==> config.mk <==
export PLATFORM = sky130hd
export DESIGN_NAME = alu_share_arbiter
export DESIGN_NICKNAME = d
export VERILOG_FILES = /design/src/rtl/alu_pkg.sv /design/src/rtl/alu_share_arbiter_rr_arb2.sv /design/src/rtl/alu_share_arbiter.sv
export SDC_FILE = /design/constraint.sdc
export NUM_CORES = 1
export LEC_CHECK = 0
export ABC_AREA = 1
export CAP_MARGIN = 20
export CORE_AREA = 2 2 121 123
export CTS_CLUSTER_SIZE = 25
export DETAILED_ROUTE_END_ITERATION = 6
export DIE_AREA = 0 0 123 125
export DONT_BUFFER_PORTS = 1
export PLACE_DENSITY = 0.58
export SETUP_SLACK_MARGIN = 0.05
export SLEW_MARGIN = 10
export SYNTH_ARGS = -nofsm -noshare
export SYNTH_HDL_FRONTEND = slang
export SYNTH_HIERARCHICAL = 1
export SYNTH_SLANG_ARGS = --single-unit
==> constraint.sdc <==
create_clock -name i_clk -period 1.3 [get_ports i_clk]
set_input_delay 0.26 -clock i_clk [delete_from_list [all_inputs] [get_ports i_clk]]
set_output_delay 0.26 -clock i_clk [all_outputs]
set_load 0.01 [all_outputs]
==> src/rtl/alu_pkg.sv <==
// Shared ALU op-codes and the arbiter FSM state encoding.
package alu_pkg;

  localparam logic [3:0] ALU_ADD  = 4'b0000;
  localparam logic [3:0] ALU_SUB  = 4'b1000;
  localparam logic [3:0] ALU_SLL  = 4'b0001;
  localparam logic [3:0] ALU_SLT  = 4'b0010;
  localparam logic [3:0] ALU_SLTU = 4'b0011;
  localparam logic [3:0] ALU_XOR  = 4'b0100;
  localparam logic [3:0] ALU_SRL  = 4'b0101;
  localparam logic [3:0] ALU_SRA  = 4'b1101;
  localparam logic [3:0] ALU_OR   = 4'b0110;
  localparam logic [3:0] ALU_AND  = 4'b0111;
  localparam logic [3:0] ALU_MUL  = 4'b1001;

  typedef enum logic [1:0] {
    ST_IDLE = 2'd0,
    ST_EXEC = 2'd1,
    ST_RESP = 2'd2
  } state_t;

endpackage

==> src/rtl/alu_share_arbiter_rr_arb2.sv <==
// Two-way round-robin picker; remembers the last winner so a tie goes to the other side.
module rr_arb2 (
  input  logic       i_clk,
  input  logic       i_rst,
  input  logic [1:0] i_valid,
  input  logic       i_accept,
  output logic [1:0] o_grant
);

  logic r_lastGnt;

  always_comb begin
    o_grant = i_valid;
    if (i_valid == 2'b11) begin
      o_grant = r_lastGnt ? 2'b01 : 2'b10;
    end
  end

  // Reset to 1 so requester 0 wins the very first tie.
  always_ff @(posedge i_clk) begin
    if (i_rst) begin
      r_lastGnt <= 1'b1;
    end else if (i_accept) begin
      r_lastGnt <= o_grant[1];
    end
  end

endmodule

==> src/rtl/alu_share_arbiter.sv <==
// Time-shares one external combinational ALU between two valid/ready requesters,
// registering operands out and the result back so the ALU sits on no requester path.
module alu_share_arbiter
  import alu_pkg::*;
#(
  parameter int DATA_W = 32,
  parameter int OP_W   = 4
) (
  input  logic              i_clk,
  input  logic              i_rst,

  input  logic              i_req0_valid,
  output logic              o_req0_ready,
  input  logic [OP_W-1:0]   i_req0_op,
  input  logic [DATA_W-1:0] i_req0_a,
  input  logic [DATA_W-1:0] i_req0_b,
  output logic              o_resp0_valid,
  input  logic              i_resp0_ready,
  output logic [DATA_W-1:0] o_resp0_result,

  input  logic              i_req1_valid,
  output logic              o_req1_ready,
  input  logic [OP_W-1:0]   i_req1_op,
  input  logic [DATA_W-1:0] i_req1_a,
  input  logic [DATA_W-1:0] i_req1_b,
  output logic              o_resp1_valid,
  input  logic              i_resp1_ready,
  output logic [DATA_W-1:0] o_resp1_result,

  output logic [OP_W-1:0]   o_alu_op,
  output logic [DATA_W-1:0] o_alu_a,
  output logic [DATA_W-1:0] o_alu_b,
  input  logic [DATA_W-1:0] i_alu_result
);

  state_t              r_state;
  logic                r_gnt;
  logic [OP_W-1:0]     r_op;
  logic [DATA_W-1:0]   r_a;
  logic [DATA_W-1:0]   r_b;
  logic [DATA_W-1:0]   r_res;
  logic [1:0]          r_respValid;

  logic [1:0]          w_grant;
  logic                w_idle;
  logic                w_accept;
  logic                w_respReady;

  rr_arb2 u_rrArb (
    .i_clk    (i_clk),
    .i_rst    (i_rst),
    .i_valid  ({i_req1_valid, i_req0_valid}),
    .i_accept (w_accept),
    .o_grant  (w_grant)
  );

  assign w_idle      = (r_state == ST_IDLE);
  assign w_accept    = w_idle & (|w_grant);
  assign w_respReady = r_gnt ? i_resp1_ready : i_resp0_ready;

  assign o_req0_ready = w_idle & w_grant[0];
  assign o_req1_ready = w_idle & w_grant[1];

  assign o_resp0_valid  = r_respValid[0];
  assign o_resp1_valid  = r_respValid[1];
  assign o_resp0_result = r_res;
  assign o_resp1_result = r_res;

  // The ALU always sees the latched op, so its inputs only move on a new accept.
  assign o_alu_op = r_op;
  assign o_alu_a  = r_a;
  assign o_alu_b  = r_b;

  always_ff @(posedge i_clk) begin
    if (i_rst) begin
      r_state     <= ST_IDLE;
      r_gnt       <= 1'b0;
      r_op        <= '0;
      r_a         <= '0;
      r_b         <= '0;
      r_res       <= '0;
      r_respValid <= 2'b00;
    end else begin
      unique case (r_state)
        ST_IDLE: begin
          if (w_accept) begin
            r_gnt   <= w_grant[1];
            r_op    <= w_grant[1] ? i_req1_op : i_req0_op;
            r_a     <= w_grant[1] ? i_req1_a  : i_req0_a;
            r_b     <= w_grant[1] ? i_req1_b  : i_req0_b;
            r_state <= ST_EXEC;
          end
        end
        ST_EXEC: begin
          r_res       <= i_alu_result;
          r_respValid <= {r_gnt, ~r_gnt};
          r_state     <= ST_RESP;
        end
        ST_RESP: begin
          if (w_respReady) begin
            r_respValid <= 2'b00;
            r_state     <= ST_IDLE;
          end
        end
        default: begin
          r_respValid <= 2'b00;
          r_state     <= ST_IDLE;
        end
      endcase
    end
  end

endmodule

---- After elaboration in Yosys (flattened, before gate mapping) ----
Cells that the tools add are included.
operators by class
  equality and inequality tests ........... 5
  reductions and logical operators ........ 5
  muxes and demuxes ....................... 10
  bitwise gates (word level) .............. 5
operators by type and width
  cell                  number
  $mux W32              2
  $pmux W2 S3           2
  $mux W2               4
  $reduce_and A2 Y1     3
  $eq A2 B2 Y1 const B  2
  $mux W4               1
  $and A1 B1 Y1         3
  $eq A2 B1 Y1 const B  1
  $logic_not A2 Y1      1
  $ne A2 B1 Y1 const B  1
  $ne A2 B2 Y1 const B  1
  $not A1 Y1            2
  $reduce_or A2 Y1      1
  $mux W1               1
storage, ports and cells
  register bits after elaboration ......... 106
  output and inout bits ................... 136
  word-level logic and storage cells ...... 33

---- Logic depth before layout (Yosys ltp) ----
Gate-level depths: netlist of run 1.
  depth after elaboration ................. 6
  mapped depth ............................ 9
  gate-level depth less buffers ........... 7

---- Modules after synthesis ----
Netlist of run 1, hierarchy kept.
by module, submodules not included
  module             sequential area each (um2)  cells each  instances  area an instance (um2)
  alu_share_arbiter  2,102.0                     715         1          4,814.6
  rr_arb2            20.0                        9           1          58.8

---- Worst setup path after synthesis of run 1 ----
Ideal clock, no wire load.
  path kind ............................... reg-to-reg
  from .................................... register u_rrArb.r_lastGnt
  to ...................................... register r_a[0] (netlist: o_alu_a[0])
  period minus slack after synthesis ...... 1.346 ns
  setup time .............................. 0.132 ns
  setup slack ............................. -0.046 ns
  stages on the path, launching flop included .. 9
  arrival ................................. 1.214 ns
  cell sequence ........................... dfxtp_1 nand2_1 and2_1 o21ai_2 inv_2 buf_6 buf_6 nand2_1 a21oi_1
between the ends
  word-level cells in the longest chain between the ends .. 5
  elaborated cells between the ends (all ways) .. 6
ends and longest elaborated chain
  element                             line                             source
  from (decl)                         alu_share_arbiter_rr_arb2.sv:10  logic r_lastGnt;
  from (signal assigned)              alu_share_arbiter_rr_arb2.sv:24  r_lastGnt <= o_grant[1];
  $mux W2 (*)                         alu_share_arbiter_rr_arb2.sv:15  o_grant = r_lastGnt ? 2'b01 : 2'b10;
  $mux W2 (*)                         alu_share_arbiter_rr_arb2.sv:14  if (i_valid == 2'b11) begin
  via w_grant[1]                      alu_share_arbiter.sv:44          logic [1:0] w_grant;
  $reduce_or A2 Y1                    alu_share_arbiter.sv:58          assign w_accept = w_idle & (|w_grant);
  $and A1 B1 Y1                       alu_share_arbiter.sv:58
  $reduce_and A2 Y1 (no source line)  n/a
  to (signal assigned)                alu_share_arbiter.sv:89          r_a <= w_grant[1] ? i_req1_a : i_req0_a;
  to (decl)                           alu_share_arbiter.sv:39          logic [DATA_W-1:0] r_a;
The timed path passes the listed nets; every way through them passes the cells marked *.
A chain may end at the register's enable or synchronous reset.

---- Worst setup path in the final report of run 1 ----
  from .................................... register u_rrArb.r_lastGnt
  to ...................................... register r_a[5] (netlist: o_alu_a[5])
The elaborated chain is that of the path after synthesis.

==> metrics, run 1 <==
initial antenna violation count 0; reg2reg end o_alu_a[5]$_SDFFE_PP0P_; post-synthesis adder-cell area fraction 0; largest net degree at the start of global routing 107; Die Area 15400 um^2; Pleak 2.32 nW; Seq/Total Area, Yosys 0.435; Psw 2.60 mW; routed vias/inst 4.87; final routed DRC violation total 0; YS warnings 6; hold path depth 1; top cell type by total area after synthesis dfxtp_1; first drt pass iteration count 4; clock skew 0.00848 ns; WP data arrival 1.78 ns; Min Hold Slack -0.0134 ns; initial cell density of the core 0.343; Port Buf Inserts 0; Total Routed Length 14600 um; Peak supply drop 641 uV; post-synth top area share 0.435; flop2flop setup slack -0.20 ns; Max Root-Sink Buffers 2; clock-pin slew of the registers on the worst-case setup and hold paths 0.07 ns; CTS tree built; actual slew at the worst max-slew pin 0.329 ns; non-filler instance count after layout 876; post-synthesis compound-gate area fraction 0.181; Hold WC Path Type input pin to register; Seq pwr share 0.464; RSZ-0062 raised after global routing yes; CTS Buf Count 9; Hold EP o_alu_a[8]$_SDFFE_PP0P_; post-route ant nets 0; nets 862; DRT met1 WL 5490 um; fin crit period 1.50 ns; grt ovf 0; Slew Limit Fails 0; dpl ws -0.0985 ns; Synth Flop Type dfxtp_1; Synth Register Bits 106; final count of hold timing violations 2; kind of critical path register to register; drt wl/cell 16.7 um; post-synthesis mux area share 0; Detail Route met3 WL 1380 um; Area after DPL 4830 um^2; via count 4268; GRT Overall Usage 0.161; site row count 44; hpwl dp 9210 um; ANT cells 0; XOR/XNOR Fraction of Synth Area 0; highest routed metal layer met4; Final period util 1.15; top cells by area, synth dfxtp_1, nand2_1, a21oi_1; Post-synth EDFFs 0; met2 wire len 7530 um; synth unique cells 20; final setup fails 73; Pwr per Cell Area 1540 nW/um^2; CTS Sinks 106; maxcap violations 0; htree depth 3; Sw Share 0.299; Root Buffer clkbuf_16; start point of the worst hold path i_rst; worst endpoint required time 1.58 ns; Crit Path Max Fanout 6; cell-internal power 6.10 mW; Synth-to-Final Area Change 15.6%; Netlist Area Pre-Place 4870 um^2; syn_nets 898; clock latency at the later pin of the worst-skew pair 0.34 ns; total placed cells including tap cells 847; combinational share of power 0.197; Post-Synth Simple-Gate Area 0.223; ys async rst share 0; CORE AREA 14200 um^2; failing checks hold timing, setup timing; Die Ht 125 um; I/O pin total 310; global-route wire length before repair 19000 um; design area 5630 um^2; CP endpoint kind register; DR iter-0 viols 193; clock power share 0.339; gpl congestion 0.763; Synth Instances 724; reg2reg start u_rrArb/r_lastGnt$_SDFFE_PP1P_; maximum clock frequency 668 MHz; Startpoint Class register; worst reg2reg path depth 8; Die W 123 um; most instantiated library cell after synthesis nand2_1; vias in the first global route 3573; Max-slew headroom 0.781; ratio of cells with drive above 1 in the final layout 0.158; leading cell types by count after synthesis nand2_1, dfxtp_1, a21oi_1, inv_1, o21ai_0; Mean Syn Cell Area 6.73 um^2; status finished, violations left; worst setup margin -0.197 ns; combinational family with the most area after synthesis simple AND/OR/NAND/NOR gates
[logic make-up (layout without fill, tap and decap cells)]
kind of cell | count (synthesis) | after routing
flops | 106 | 106
buf+inv | 156 | 124
compound gates | 175 | 175
simple gates | 287 | 287
[power by group through the flow]
stage,combinational (mW),clock (mW),sequential [mW]
global placement,1.28,0,4.09
floorplan,1.17,0,3.94
CTS,1.35,3.06,4.02
finish,1.71,2.95,4.03
global route,1.92,3.18,4.07
detailed placement,1.29,0,4.09
[sequential cells by signal, indices dropped and copies added (netlist names)]
name and cells:
o_alu_a 32, o_alu_b 32, o_alu_op 4, o_resp0_result 32
r_gnt 1, r_respValid 2, r_state 2, u_rrArb/r_lastGnt 1
[critical path, cell delays in order, from the launching register on]
cell and delay, ns:
dfxtp_2 0.36, nand2_2 0.06, and2_4 0.15, buf_6 0.12, o21ai_4 0.22, buf_6 0.19, clkbuf_16 0.16, nand2_1 0.06
a21oi_2 0.12
[metal layers]
metal  track usage  vias up
met4        0.0695        0
met1         0.170     1904
met5             0        -
li1              -     2143
met2         0.282      205
met3        0.0620       16
[metrics by stage]
stage	util	setup TNS (ns)	total power, mW
after global placement	0.340	-0.557	5.37
after detailed placement	0.340	-1.39	5.38
after floorplan	-	0	5.11
final	0.397	-11.78	8.70
after global routing	0.397	-16.91	9.17
after CTS	0.368	-11.47	8.44
[cell type report]
| class | count | area, um^2 |
|---|---|---|
| inverters | 77 | 289 |
| clock buffers | 13 | 260 |
| fillers | 1540 | 8570 |
| clock inverters | 2 | 60.1 |
| flip-flops and latches | 106 | 2120 |
| repair buffers | 32 | 480 |
| multi-input cells | 462 | 2190 |
| well taps | 184 | 230 |
[timing repair]
action	CTS	global route
cloned	1	8
endpoints found under the hold margin	106	101
endpoints found under the setup margin	71	73
pin swaps	3	38
buffers inserted	2	3
gates resized for setup	12	66
[worst max path at each step]
stage | start | end | slack [ns] | cells after the start
finish | u_rrArb/r_lastGnt$_SDFFE_PP1P_ | o_alu_a[5]$_SDFFE_PP0P_ | -0.20 | 8
detailed placement | u_rrArb/r_lastGnt$_SDFFE_PP1P_ | o_alu_b[13]$_SDFFE_PP0P_ | -0.1 | 8
global placement | u_rrArb/r_lastGnt$_SDFFE_PP1P_ | o_alu_b[13]$_SDFFE_PP0P_ | -0.07 | 8
floorplan | u_rrArb/r_lastGnt$_SDFFE_PP1P_ | o_alu_a[0]$_SDFFE_PP0P_ | 0.05 | 7
global route | u_rrArb/r_lastGnt$_SDFFE_PP1P_ | o_alu_a[27]$_SDFFE_PP0P_ | -0.27 | 8
CTS | u_rrArb/r_lastGnt$_SDFFE_PP1P_ | o_alu_a[27]$_SDFFE_PP0P_ | -0.20 | 7
[cell usage in the layout (no fill, tap or decap), types with 3 or more instances in the layout]
master     instances
a21oi_1           76
a21oi_2           29
buf_12             6
buf_4             11
buf_6              6
clkbuf_16         14
dfxtp_1          105
inv_1             72
inv_2              4
nand2_1          257
nand2_2           20
nand2_4            3
o21ai_0           38
o21ai_1           28
Power figures use the tool's default switching activity.
==> inputs of run 2 (changes only) <==
PLACE_DENSITY = 0.57   (was 0.58)
TNS_END_PERCENT = 100   (was not set)
clock period = 1.7 ns   (was 1.3 ns; I/O delays follow)
==> run 2 against run 1 <==
  * The flow now finishes without violations
  * Non-clock buffer count down 13
  * Largest cell class is now flip-flops and latches
  * Via count down 3.6%
  * Combinational power down 43%
  * Largest power group unchanged
  * Critical endpoint is now o_req0_ready
==> metrics, run 2 (same netlist as run 1, synthesis figures left out) <==
Hold WC Path Type input pin to register; CP endpoint kind output pin; RSZ-0062 raised after global routing yes; GR peak layer met2; Synth-to-Final Area Change 5.83%; CP max stage cell dfxtp_1; vias in the first global route 3582; maxcap violations 0; GRT Overall Usage 0.156; routed vias/inst 4.76; combinational share of power 0.160; site row count 44; Slew Limit Fails 0; Sum Neg Setup Slack 0 ns; Die Ht 125 um; Pwr per Cell Area 1180 nW/um^2; clock latency at the later pin of the worst-skew pair 0.35 ns; Die W 123 um; kind of critical path register to output pin; Global Route met1 Usage 0.164; Sw Share 0.304; ordered list of cells on the worst path inv_1 -> a21boi_2 -> inv_1 -> nor2_4; CP max stage delay 0.35 ns; maximum clock frequency 639 MHz; Port Buf Inserts 0; largest net degree at the start of global routing 107; status completed; htree depth 3; CTS tree built; CP top delay family flip-flops; Crit Path Max Fanout 3; CORE AREA 14200 um^2; grt ovf 0; Total Routed Length 13100 um; Seq pwr share 0.501; ratio of cells with drive above 1 in the final layout 0.0559; Die Area 15400 um^2; via count 4113; actual slew at the worst max-slew pin 0.347 ns; initial cell density of the core 0.343; first drt pass iteration count 4; post-route ant nets 0; hpwl dp 9220 um; most common cell after layout, fill and taps aside nand2_1; Crit path buffers/inverters 2; Root Buffer clkbuf_16; CTS Buf Count 9; total placed cells including tap cells 845; worst endpoint required time 1.36 ns; most numerous cell on the critical path inv_1; non-filler instance count after layout 864; CTS Hold Bufs 0; global routing usage on met2 0.278; worst setup margin 0.136 ns; global-route wire length before repair 18700 um; Startpoint Class register; clock-pin slew of the registers on the worst-case setup and hold paths 0.07 ns; Core Util, Final 0.363; drt wl/cell 15.1 um; Max Root-Sink Buffers 2; Max-slew headroom 0.769; Peak supply drop 577 uV; Pleak 2.14 nW; WP data arrival 1.22 ns; nets 849; clock power share 0.338; clock skew 0.00993 ns; gpl congestion 0.758; ANT cells 0; final setup fails 0; final routed DRC violation total 0; most frequent cells in the layout nand2_1, dfxtp_1, a21oi_1; initial antenna violation count 0; Psw 1.86 mW; GR Layer Usage met3 0.0598; power consumption 6.11 mW; cell-internal power 4.25 mW; dpl ws 0.184 ns; fin crit period 1.56 ns; Final period util 0.920; final count of hold timing violations 0; I/O pin total 310; DR iter-0 viols 138; CTS Sinks 106
-- run 2: cell types whose count changed in the layout (fill, tap and decap cells not counted), sizes merged --
cell / delta
clkinvlp: +3
clkbuf: -5
bufinv: -1
buf: -9
-- run 2: final timing paths --
kind,start,to,slack [ns],cells after the start
setup / recovery,u_rrArb/r_lastGnt$_SDFFE_PP1P_,o_req0_ready,0.14,4
hold / removal,i_rst,o_alu_a[9]$_SDFFE_PP0P_,0.06,1
setup reg to reg,u_rrArb/r_lastGnt$_SDFFE_PP1P_,o_alu_op[3]$_SDFFE_PP0P_,0.22,7
hold reg to reg,u_rrArb/r_lastGnt$_SDFFE_PP1P_,u_rrArb/r_lastGnt$_SDFFE_PP1P_,0.49,2
-- run 2: what timing repair did --
action | CTS | global route
setup buffers | 0 | 2
pin swaps | 0 | 1
setup endpoints to repair | 1 | 17
resized for setup | 2 | 3
cloned | 0 | 1
-- run 2: power by group through the flow --
stage,clock [mW],combinational [mW],sequential (mW)
after floorplan,0,0.882,3.01
after CTS,2.15,0.964,3.07
after detailed placement,0,0.960,3.13
final,2.07,0.980,3.06
after global routing,2.23,1.14,3.10
after global placement,0,0.948,3.13
-- run 2: area by class of cell --
type | count | area, um^2
clock buffers | 12 | 236
clock inverters | 4 | 52.6
fillers | 1578 | 9050
well taps | 184 | 230
multi-input cells | 462 | 1990
flip-flops and latches | 106 | 2120
inverters | 77 | 289
repair buffers | 19 | 239
-- run 2: metrics by stage --
step	hold WS (ns)	instance area (um^2)
2_1_floorplan	0.428	4870
3_3_place_gp	0.418	4800
3_5_place_dp	0.418	4800
4_1_cts	0.0399	5100
5_1_grt	0.0367	5160
6_report	0.0597	5160
-- run 2: routing by layer --
metal	vias to the layer above	share of wire
met2	200	0.50
li1	2112	-
met3	13	0.10
met1	1788	0.38
met4	0	0.016
met5	-	0
